==> src/rtl/uart_rx_fifo.sv <==
// Receive-side byte buffer between the uart core and the data bus.
// Captures each ready byte once, acks it with rx_clear, and serves it back first-word-fall-through.
//
//   state | meaning
//   IDLE  | waiting for rx_rdy; a byte is pushed when it is seen high
//   ACK   | rx_clear asserted for this single cycle
//   WAIT  | waiting for the core to drop rx_rdy
module uart_rx_fifo #(
    parameter int DEPTH = 16,
    parameter int AW    = 4
) (
    input  logic          clk,
    input  logic          rst,
    input  logic [7:0]    rx_data,
    input  logic          rx_rdy,
    output logic          rx_clear,
    input  logic          pop,
    output logic [7:0]    dout,
    output logic          empty,
    output logic          full,
    output logic [AW:0]   count,
    output logic          overflow,
    input  logic          ovf_clr
);

    typedef enum logic [1:0] {IDLE, ACK, WAIT} state_t;

    localparam logic [AW:0] ONE      = (AW+1)'(1);
    localparam logic [AW:0] DEPTH_CT = (AW+1)'(DEPTH);

    state_t        state_q, state_d;
    logic [AW-1:0] wptr_q, wptr_d;
    logic [AW-1:0] rptr_q, rptr_d;
    logic [AW:0]   count_q, count_d;
    logic          empty_q, empty_d;
    logic          full_q, full_d;
    logic          ovf_q, ovf_d;
    logic [7:0]    mem_q [DEPTH];

    logic push_req, push_ok, pop_ok;

    always_ff @(negedge clk or posedge rst) begin
        if (rst) begin
            state_q <= IDLE;
            wptr_q  <= '0;
            rptr_q  <= '0;
            count_q <= '0;
            empty_q <= 1'b1;
            full_q  <= 1'b0;
            ovf_q   <= 1'b0;
        end else begin
            state_q <= state_d;
            wptr_q  <= wptr_d;
            rptr_q  <= rptr_d;
            count_q <= count_d;
            empty_q <= empty_d;
            full_q  <= full_d;
            ovf_q   <= ovf_d;
        end
    end

    // Storage is intentionally left out of reset.
    always_ff @(negedge clk) begin
        if (push_ok) begin
            mem_q[wptr_q] <= rx_data;
        end
    end

    always_comb begin
        state_d = state_q;
        unique case (state_q)
            IDLE:    if (rx_rdy) state_d = ACK;
            ACK:     state_d = WAIT;
            WAIT:    if (!rx_rdy) state_d = IDLE;
            default: state_d = IDLE;
        endcase
    end

    // A push into a full buffer is still accepted when a pop frees a slot on the same edge.
    always_comb begin
        push_req = (state_q == IDLE) && rx_rdy;
        pop_ok   = pop && !empty_q;
        push_ok  = push_req && (!full_q || pop);

        wptr_d  = push_ok ? wptr_q + 1'b1 : wptr_q;
        rptr_d  = pop_ok  ? rptr_q + 1'b1 : rptr_q;

        count_d = count_q;
        if (push_ok && !pop_ok) begin
            count_d = count_q + ONE;
        end else if (!push_ok && pop_ok) begin
            count_d = count_q - ONE;
        end

        empty_d = (count_d == '0);
        full_d  = (count_d == DEPTH_CT);

        ovf_d = ovf_q;
        if (push_req && !push_ok) begin
            ovf_d = 1'b1;
        end else if (ovf_clr) begin
            ovf_d = 1'b0;
        end
    end

    assign rx_clear = (state_q == ACK);
    assign dout     = empty_q ? 8'h00 : mem_q[rptr_q];
    assign empty    = empty_q;
    assign full     = full_q;
    assign count    = count_q;
    assign overflow = ovf_q;

endmodule

==> config.mk <==
export PLATFORM = sky130hd
export DESIGN_NAME = uart_rx_fifo
export DESIGN_NICKNAME = d
export VERILOG_FILES = /design/src/rtl/uart_rx_fifo.sv
export SDC_FILE = /design/constraint.sdc
export NUM_CORES = 1
export LEC_CHECK = 0
export BUFFER_PORTS_ARGS = -buffer_cell sky130_fd_sc_hd__buf_4
export CORE_AREA = 10 10 151 118
export CTS_CLUSTER_SIZE = 40
export DETAILED_ROUTE_END_ITERATION = 8
export DIE_AREA = 0 0 161 128
export GPL_TIMING_DRIVEN = 0
export PLACE_DENSITY_LB_ADDON = 0.12
export SYNTH_ARGS = -nofsm -noshare
export SYNTH_HDL_FRONTEND = slang
export SYNTH_SLANG_ARGS = --single-unit
export TNS_END_PERCENT = 10
==> constraint.sdc <==
create_clock -name clk -period 2.6 [get_ports clk]
set_clock_uncertainty 0.05 [all_clocks]
set_input_delay 0.26 -clock clk [delete_from_list [all_inputs] [get_ports clk]]
set_output_delay 0.26 -clock clk [all_outputs]
set_load 0.1 [all_outputs]
### Yosys cells after proc, flatten, opt, wreduce, memory -nomap -nowiden

Memory sizes are Yosys's and may differ from the RTL's.
Index checks and enable logic that the tools add are counted.

| cells by class | value |
|---|---|
| add/subtract/negate cells | 4 |
| equality and inequality tests | 5 |
| multiplexer cells | 10 |
| reduce and logical (&&, ||, !) cells | 15 |

Operator list:

| cell | count |
|---|---|
| $mux W5 | 2 |
| $add A4 B1 Y4 const B | 2 |
| $mux W8 | 1 |
| $logic_and A1 B1 Y1 | 6 |
| $pmux W2 S3 | 1 |
| $add A5 B1 Y5 const B | 1 |
| $eq A5 B5 Y1 const B | 1 |
| $logic_not A5 Y1 | 1 |
| $sub A5 B1 Y5 const B | 1 |
| $logic_not A1 Y1 | 4 |
| $mux W1 | 4 |
| $mux W2 | 2 |
| $ne A2 B2 Y1 const B | 2 |
| $eq A2 B1 Y1 const B | 1 |
| $eq A2 B2 Y1 const B | 1 |
| $logic_not A2 Y1 | 1 |
| $reduce_and A2 Y1 | 1 |
| $reduce_bool A2 Y1 | 1 |
| $logic_or A1 B1 Y1 | 1 |

| word-level totals | value |
|---|---|
| register bits after elaboration | 18 |
| RAM bits | 128 |
| input port bits | 13 |
| word-level logic and storage cells | 42 |
| memories kept | 1 |

Memories:

| memory | words | bits a word | rd ports | clocked after memory_dff | wr ports | line | RTL |
|---|---|---|---|---|---|---|---|
| mem_q | 16 | 8 | 1 | 0 | 1 | 38 | `logic [7:0] mem_q [DEPTH];` |

### Longest topological paths before layout

Gate-level depths: netlist of run 1.

| depth | value |
|---|---|
| word-level depth | 8 |
| gate-level depth with buffers | 8 |

==> impl_metrics.ini, run 1 <==
[run_status]
outcome = finished with violations
violations = negative setup slack

[cells_and_area]
sequential_cell_area_mm2 = 0.00430
finalCoreUtilization_pct = 54.5
antenna_cells_inserted = 0
post_route_cells_drive_above_1_share_pct = 34.5
nNetsFinal = 509
multi_input_comb_area_mm2 = 0.00177
nFillCells = 1256
area_growth_pct = 39.0

[die]
die_y_um = 128
placeableCoreArea_mm2 = 0.0149
die_w_um = 161
floorplan_die_area_mm2 = 0.0206
design.portCount = 30
initial_core_util_pct = 39.2
std_cell_rows = 39

[worst_setup_path]
timing.rr.end = full$_DFF_NP0_
cp_data_arrival_time_ns = 3.54
ff2ff_setup_slack_ns = 0.17
critPathBufInv = 3
cpLargestDelayFamily = buffers and inverters
critical_path.endpoint_type = primary output
worst_r2r_path_depth = 8
worst_ep_required_time_ns = 2.29
reg2reg_from = empty$_DFF_NP1_
critical_path.slowest_cell = mux4_2
timing.critical_path.mode_cell = buf_12
start_kind = register
cp_max_fo = 10
slowest_delay_ns = 0.53
crit_path_cell_trace = buf_8 -> buf_12 -> mux4_2 -> a22oi_2 -> a21oi_4 -> buf_12
path_class = register to primary output

[grt]
grt_usage_pct = 13.8
grt_antenna_before_repair = 0
first_pass_grt_wire_length_um = 21300
grt_overflow = 0
grt_max_degree = 19
via_count_of_the_first_global_routing_pass = 4114

[cts]
cts_htree_levels = 4
cts_made_buffers = 17
cts_max_path_bufs = 2
clk-insertion-delay-late_ns = 0.45
root_buffer = clkbuf_16
clk_transition_reported_paths_ns = 0.05
tritoncts_clock_tree = done
tritoncts_num_sinks = 146

[synth]
net_count_after_synthesis = 324
post-synth-top-area-cell = edfxtp_1
synth_area_leaders = edfxtp_1 66%, mux4_2 12%, dfrtn_1 7.3%
synth.yosys.seq_area_share_pct = 73.4
post_synth_most_frequent_cells = 128 x edfxtp_1, 32 x mux4_2, 17 x a22oi_1, 17 x dfrtn_1, 12 x inv_1
mappedNetlistArea_mm2 = 0.00585
post-synth-top-count-cell = edfxtp_1
ys_seq_elements = 146
synth_top_flop_cell = edfxtp_1
synth-edff-count = 128
synth-warning-count = 0
synth.distinct_cells = 37
postSynth.asyncResetShare_pct = 12.3
post_synth.cell_area_avg_um2 = 19.2
syn_inst = 304
synth_top_cell_area_share_pct = 65.7

[timing]
timing.final.ws_setup_ns = -1.25
slew_headroom_pct = 44.5
tightestPinTransition_ns = 0.833
report.final.slew_viol_count = 0
final-setup-viol-count = 118
hold_violations = 0
setup_repair_after_global_routing_missed_its_margin = true

[drt]
drt-wirelength-per-cell_um = 18.6
antenna_left = 0
routed_via_density = 4.86
detail_route.iter0.violations = 140
via_count = 3439
drt_first_pass_iters = 4
drt_drc_violations_left = 0
totalWireLength_um = 13100

[hold_path]
hold_class = register to register
hold_end = rptr_q[3]$_DFFE_NP0P_
hold_depth = 1
min_from = rptr_q[3]$_DFFE_NP0P_

[placement]
port-buffer-count = 29
gp_weighted_congestion = 0.764
post-dp-hpwl_um = 8090

[job]
maxCapViolCount = 0
metal layers:
metal  routed length, um  share of wire, %  GRT usage [%]  vias up
li1                    -                 -              -     1598
met1                5900                45           16.2     1754
met2                6440                49           20.6       71
met3                 661               5.0           6.84       16
met4                 143               1.1           6.89        0
met5                   0                 0              0        -
cells by family after synthesis:
| group | Yosys count | synth area share (%) |
|---|---|---|
| AO/OA/AOI/OAI | 31 | 3.59 |
| XOR/XNOR | 10 | 1.63 |
| adder cells (fa/ha/maj) | 7 | 1.50 |
| buffers and inverters | 28 | 2.14 |
| flip-flops | 146 | 73.4 |
| multiplexers | 35 | 12.9 |
| AND/OR/NAND/NOR | 47 | 4.85 |
worst max-delay path by stage:
| stage | startpoint | end | slack [ns] | cells past startpoint |
|---|---|---|---|---|
| after floorplan | rptr_q[0]$_DFFE_NP0P_ | dout[3] | -0.67 | 5 |
| after global placement | rptr_q[0]$_DFFE_NP0P_ | dout[7] | -0.98 | 6 |
| after detailed placement | rptr_q[1]$_DFFE_NP0P_ | dout[6] | -0.99 | 4 |
| after CTS | rptr_q[0]$_DFFE_NP0P_ | dout[7] | -1.29 | 6 |
| after global routing | rptr_q[0]$_DFFE_NP0P_ | dout[7] | -1.32 | 6 |
| final | rptr_q[0]$_DFFE_NP0P_ | dout[6] | -1.25 | 6 |
cell type report:
type | count | area share, %
inverters | 11 | 0.508
clock inverters | 144 | 8.23
well taps | 205 | 3.15
clock buffers | 17 | 5.23
flip-flops and latches | 146 | 52.8
multi-input cells | 130 | 21.8
repair buffers | 38 | 6.39
plain buffers | 16 | 1.89
state kept, by name (all words and copies together) (netlist names):
signal    count
mem_q       128
empty         1
full          1
rptr_q        4
wptr_q        4
count         5
state_q       2
overflow      1
through the flow:
step | hold WS, ns | setup TNS, ns | std cells | area, um2 | setup slack, ns
finish | 0.431 | -26.39 | 707 | 8130 | -1.25
global route | 0.481 | -32.49 | 707 | 8130 | -1.32
CTS | 0.435 | -37.27 | 702 | 8030 | -1.29
detailed placement | 0.415 | -124.82 | 538 | 6630 | -0.986
global placement | 0.411 | -123.32 | 538 | 6630 | -0.977
floorplan | 0.383 | -69.00 | 304 | 6150 | -0.673
placed cells by master, fill, tap and decap left out, types with 3 or more instances in the layout:
| master | count |
|---|---|
| nand2_1 | 4 |
| xnor2_1 | 8 |
| nor2b_1 | 3 |
| o21ai_0 | 3 |
| clkbuf_16 | 18 |
| clkbuf_2 | 3 |
| mux4_2 | 32 |
| buf_4 | 21 |
| ha_1 | 7 |
| inv_6 | 4 |
| clkinv_4 | 3 |
| buf_12 | 20 |
| nor2_4 | 5 |
| edfxtp_1 | 128 |
| bufinv_16 | 3 |
| buf_6 | 3 |
| inv_1 | 141 |
| dfrtn_1 | 17 |
| nor3_4 | 5 |
| buf_2 | 3 |
| and2_4 | 9 |
| a21oi_4 | 8 |
| a22oi_2 | 18 |
worst reg2reg max path, delay by kind of cell (launching register included):
| family | cells | cell delay [ns] |
|---|---|---|
| AO/OA/AOI/OAI | 1 | 0.26 |
| buffers and inverters | 3 | 0.77 |
| flip-flops | 1 | 0.53 |
| AND/OR/NAND/NOR | 3 | 0.36 |
| multiplexers | 1 | 0.27 |
repair_timing:
action	CTS	global route
hold buffers	0	0
resized for setup	73	14
pin swaps	5	10
setup buffers	4	4
cloned	0	1
endpoints found under the setup margin	149	149
Power of run 1 is not shown: default switching activity piles up to over one toggle a cycle in this logic, so the estimate is an artifact.
==> run 2, diff against run 1 <==
--- a/config.mk
+++ b/config.mk
@@ -8,7 +8,8 @@
 export BUFFER_PORTS_ARGS = -buffer_cell sky130_fd_sc_hd__buf_4
-export CORE_AREA = 10 10 151 118
+export CORE_AREA = 2 2 143 110
 export CTS_CLUSTER_SIZE = 40
 export DETAILED_ROUTE_END_ITERATION = 8
-export DIE_AREA = 0 0 161 128
+export DIE_AREA = 0 0 145 112
 export GPL_TIMING_DRIVEN = 0
+export HOLD_SLACK_MARGIN = 0.1
 export PLACE_DENSITY_LB_ADDON = 0.12
==> constraint.sdc (replaced) <==
create_clock -name clk -period 2.6 [get_ports clk]
set_clock_uncertainty 0.05 [all_clocks]
set_input_delay 0.52 -clock clk [delete_from_list [all_inputs] [get_ports clk]]
set_output_delay 0.52 -clock clk [all_outputs]
set_load 0.1 [all_outputs]
==> impl_metrics.ini, run 2 (synthesis gave the netlist of run 1 again) <==
[run_status]
outcome = finished with violations
violations = negative setup slack

[cts]
clk-insertion-delay-late_ns = 0.45
cts_max_path_bufs = 2
root_buffer = clkbuf_16
cts.hold.buffers_added = 0
tritoncts_num_sinks = 146
cts_made_buffers = 17
clk_transition_reported_paths_ns = 0.05
cts_htree_levels = 4
tritoncts_clock_tree = done

[grt]
grt_max_degree = 19
grt_usage_pct = 17.7
via_count_of_the_first_global_routing_pass = 3868
first_pass_grt_wire_length_um = 20800
grt_overflow = 0
grt_antenna_before_repair = 1

[die]
design.portCount = 30
std_cell_rows = 39
floorplan_die_area_mm2 = 0.0162
initial_core_util_pct = 39.3
placeableCoreArea_mm2 = 0.0149
die_w_um = 145
die_y_um = 112

[drt]
antenna_left = 0
via_count = 3452
detail_route.iter0.violations = 194
totalWireLength_um = 13300
drt_first_pass_iters = 4
routed_via_density = 4.89
drt_drc_violations_left = 0
drt-wirelength-per-cell_um = 18.8

[cells_and_area]
finalCoreUtilization_pct = 54.7
nNetsFinal = 507
layout_common_cells = 144 x inv_1, 128 x edfxtp_1, 32 x mux4_2
final_common_cell = inv_1
registers.top_by_ff_count = mem_q
post_route_cells_drive_above_1_share_pct = 32.8
area_growth_pct = 39.2
nFillCells = 1241
number_of_flip_flops_in_the_largest_register = 128

[timing]
timing.final.ws_setup_ns = -1.56
tightestPinTransition_ns = 0.825
hold_violations = 0
slew_headroom_pct = 45.0
setup_repair_after_global_routing_missed_its_margin = true
report.final.slew_viol_count = 0
final-setup-viol-count = 154

[hold_path]
min_from = rptr_q[3]$_DFFE_NP0P_
hold_class = register to register

[worst_setup_path]
path_class = register to primary output
start_kind = register
worst_ep_required_time_ns = 2.03
worst_setup_path_startpoint = rptr_q[0]$_DFFE_NP0P_
critPathBufInv = 3
critical_path.endpoint_type = primary output
cp_data_arrival_time_ns = 3.59
ff2ff_setup_slack_ns = 0.11
cp_max_fo = 8
slowest_delay_ns = 0.50
reg2reg_from = empty$_DFF_NP1_
cpLargestDelayFamily = buffers and inverters
critical_path.slowest_cell = mux4_2
crit_path_cell_trace = clkbuf_16 -> buf_16 -> mux4_2 -> a22oi_2 -> a21oi_4 -> buf_12

[placement]
gp_weighted_congestion = 0.742
port-buffer-count = 29
post-dp-hpwl_um = 8110

[job]
maxCapViolCount = 0
## run 2: cell count changes in the layout (fill, tap and decap cells not counted), sizes merged
cell / delta
buf: -4
clkbuf: +4
clkinv: -2
clkinvlp: +1
diode: +1
inv: -1
## run 2: metrics by stage
step | TNS [ns] | std cells | hold slack (ns) | setup WS [ns] | cell area (um2)
after floorplan | -109.45 | 304 | 0.383 | -0.933 | 6150
after global placement | -167.81 | 538 | 0.424 | -1.25 | 6630
after detailed placement | -169.69 | 538 | 0.447 | -1.27 | 6630
after CTS | -82.12 | 704 | 0.459 | -1.59 | 8080
after global routing | -76.44 | 705 | 0.475 | -1.63 | 8140
final | -69.81 | 706 | 0.457 | -1.56 | 8140
## run 2: area by class of cell
cell class / count / area [um2] / area share (%)
antenna: 1 / 2.50 / 0.0307
buffer: 15 / 158 / 1.94
clock buffer: 19 / 454 / 5.58
clock inverter: 142 / 623 / 7.65
inverter: 11 / 41.3 / 0.507
multi-input combinational: 130 / 1770 / 21.8
sequential: 146 / 4300 / 52.8
tap: 205 / 256 / 3.15
timing repair buffer: 37 / 539 / 6.62
## run 2: worst register-to-register path, stage by stage, from the launching register on
cell and delay, ns:
dfstp_2 0.52, buf_2 0.46, nor2b_1 0.10, clkbuf_1 0.23
and2_4 0.22, buf_6 0.12, mux2_4 0.26, a21oi_1 0.25
nor4b_2 0.08
## run 2: path summary, 6_finish.rpt
path,to,cells after the start
max,dout[5],6
min,rptr_q[3]$_DFFE_NP0P_,1
max reg2reg,full$_DFF_NP0_,8
min reg2reg,rptr_q[3]$_DFFE_NP0P_,1
max in group asynchronous,empty$_DFF_NP1_,2
min in group asynchronous,state_q[1]$_DFFE_NP0P_,2
## run 2: per-layer routing
layer	track usage, %	vias up	part of all wire, %
met5	0	-	0
met4	8.58	0	1.1
met3	8.20	14	5.2
met2	25.0	80	46
met1	23.2	1769	48
li1	-	1589	-
## run 2: repair_timing
action / 4_1_cts / 5_1_grt
endpoints found under the setup margin: 155 / 157
setup buffers: 4 / 2
gates resized for setup: 78 / 11
cloned: 2 / 1
pin swaps: 19 / 10
Power of run 2 is left out for the same reason.
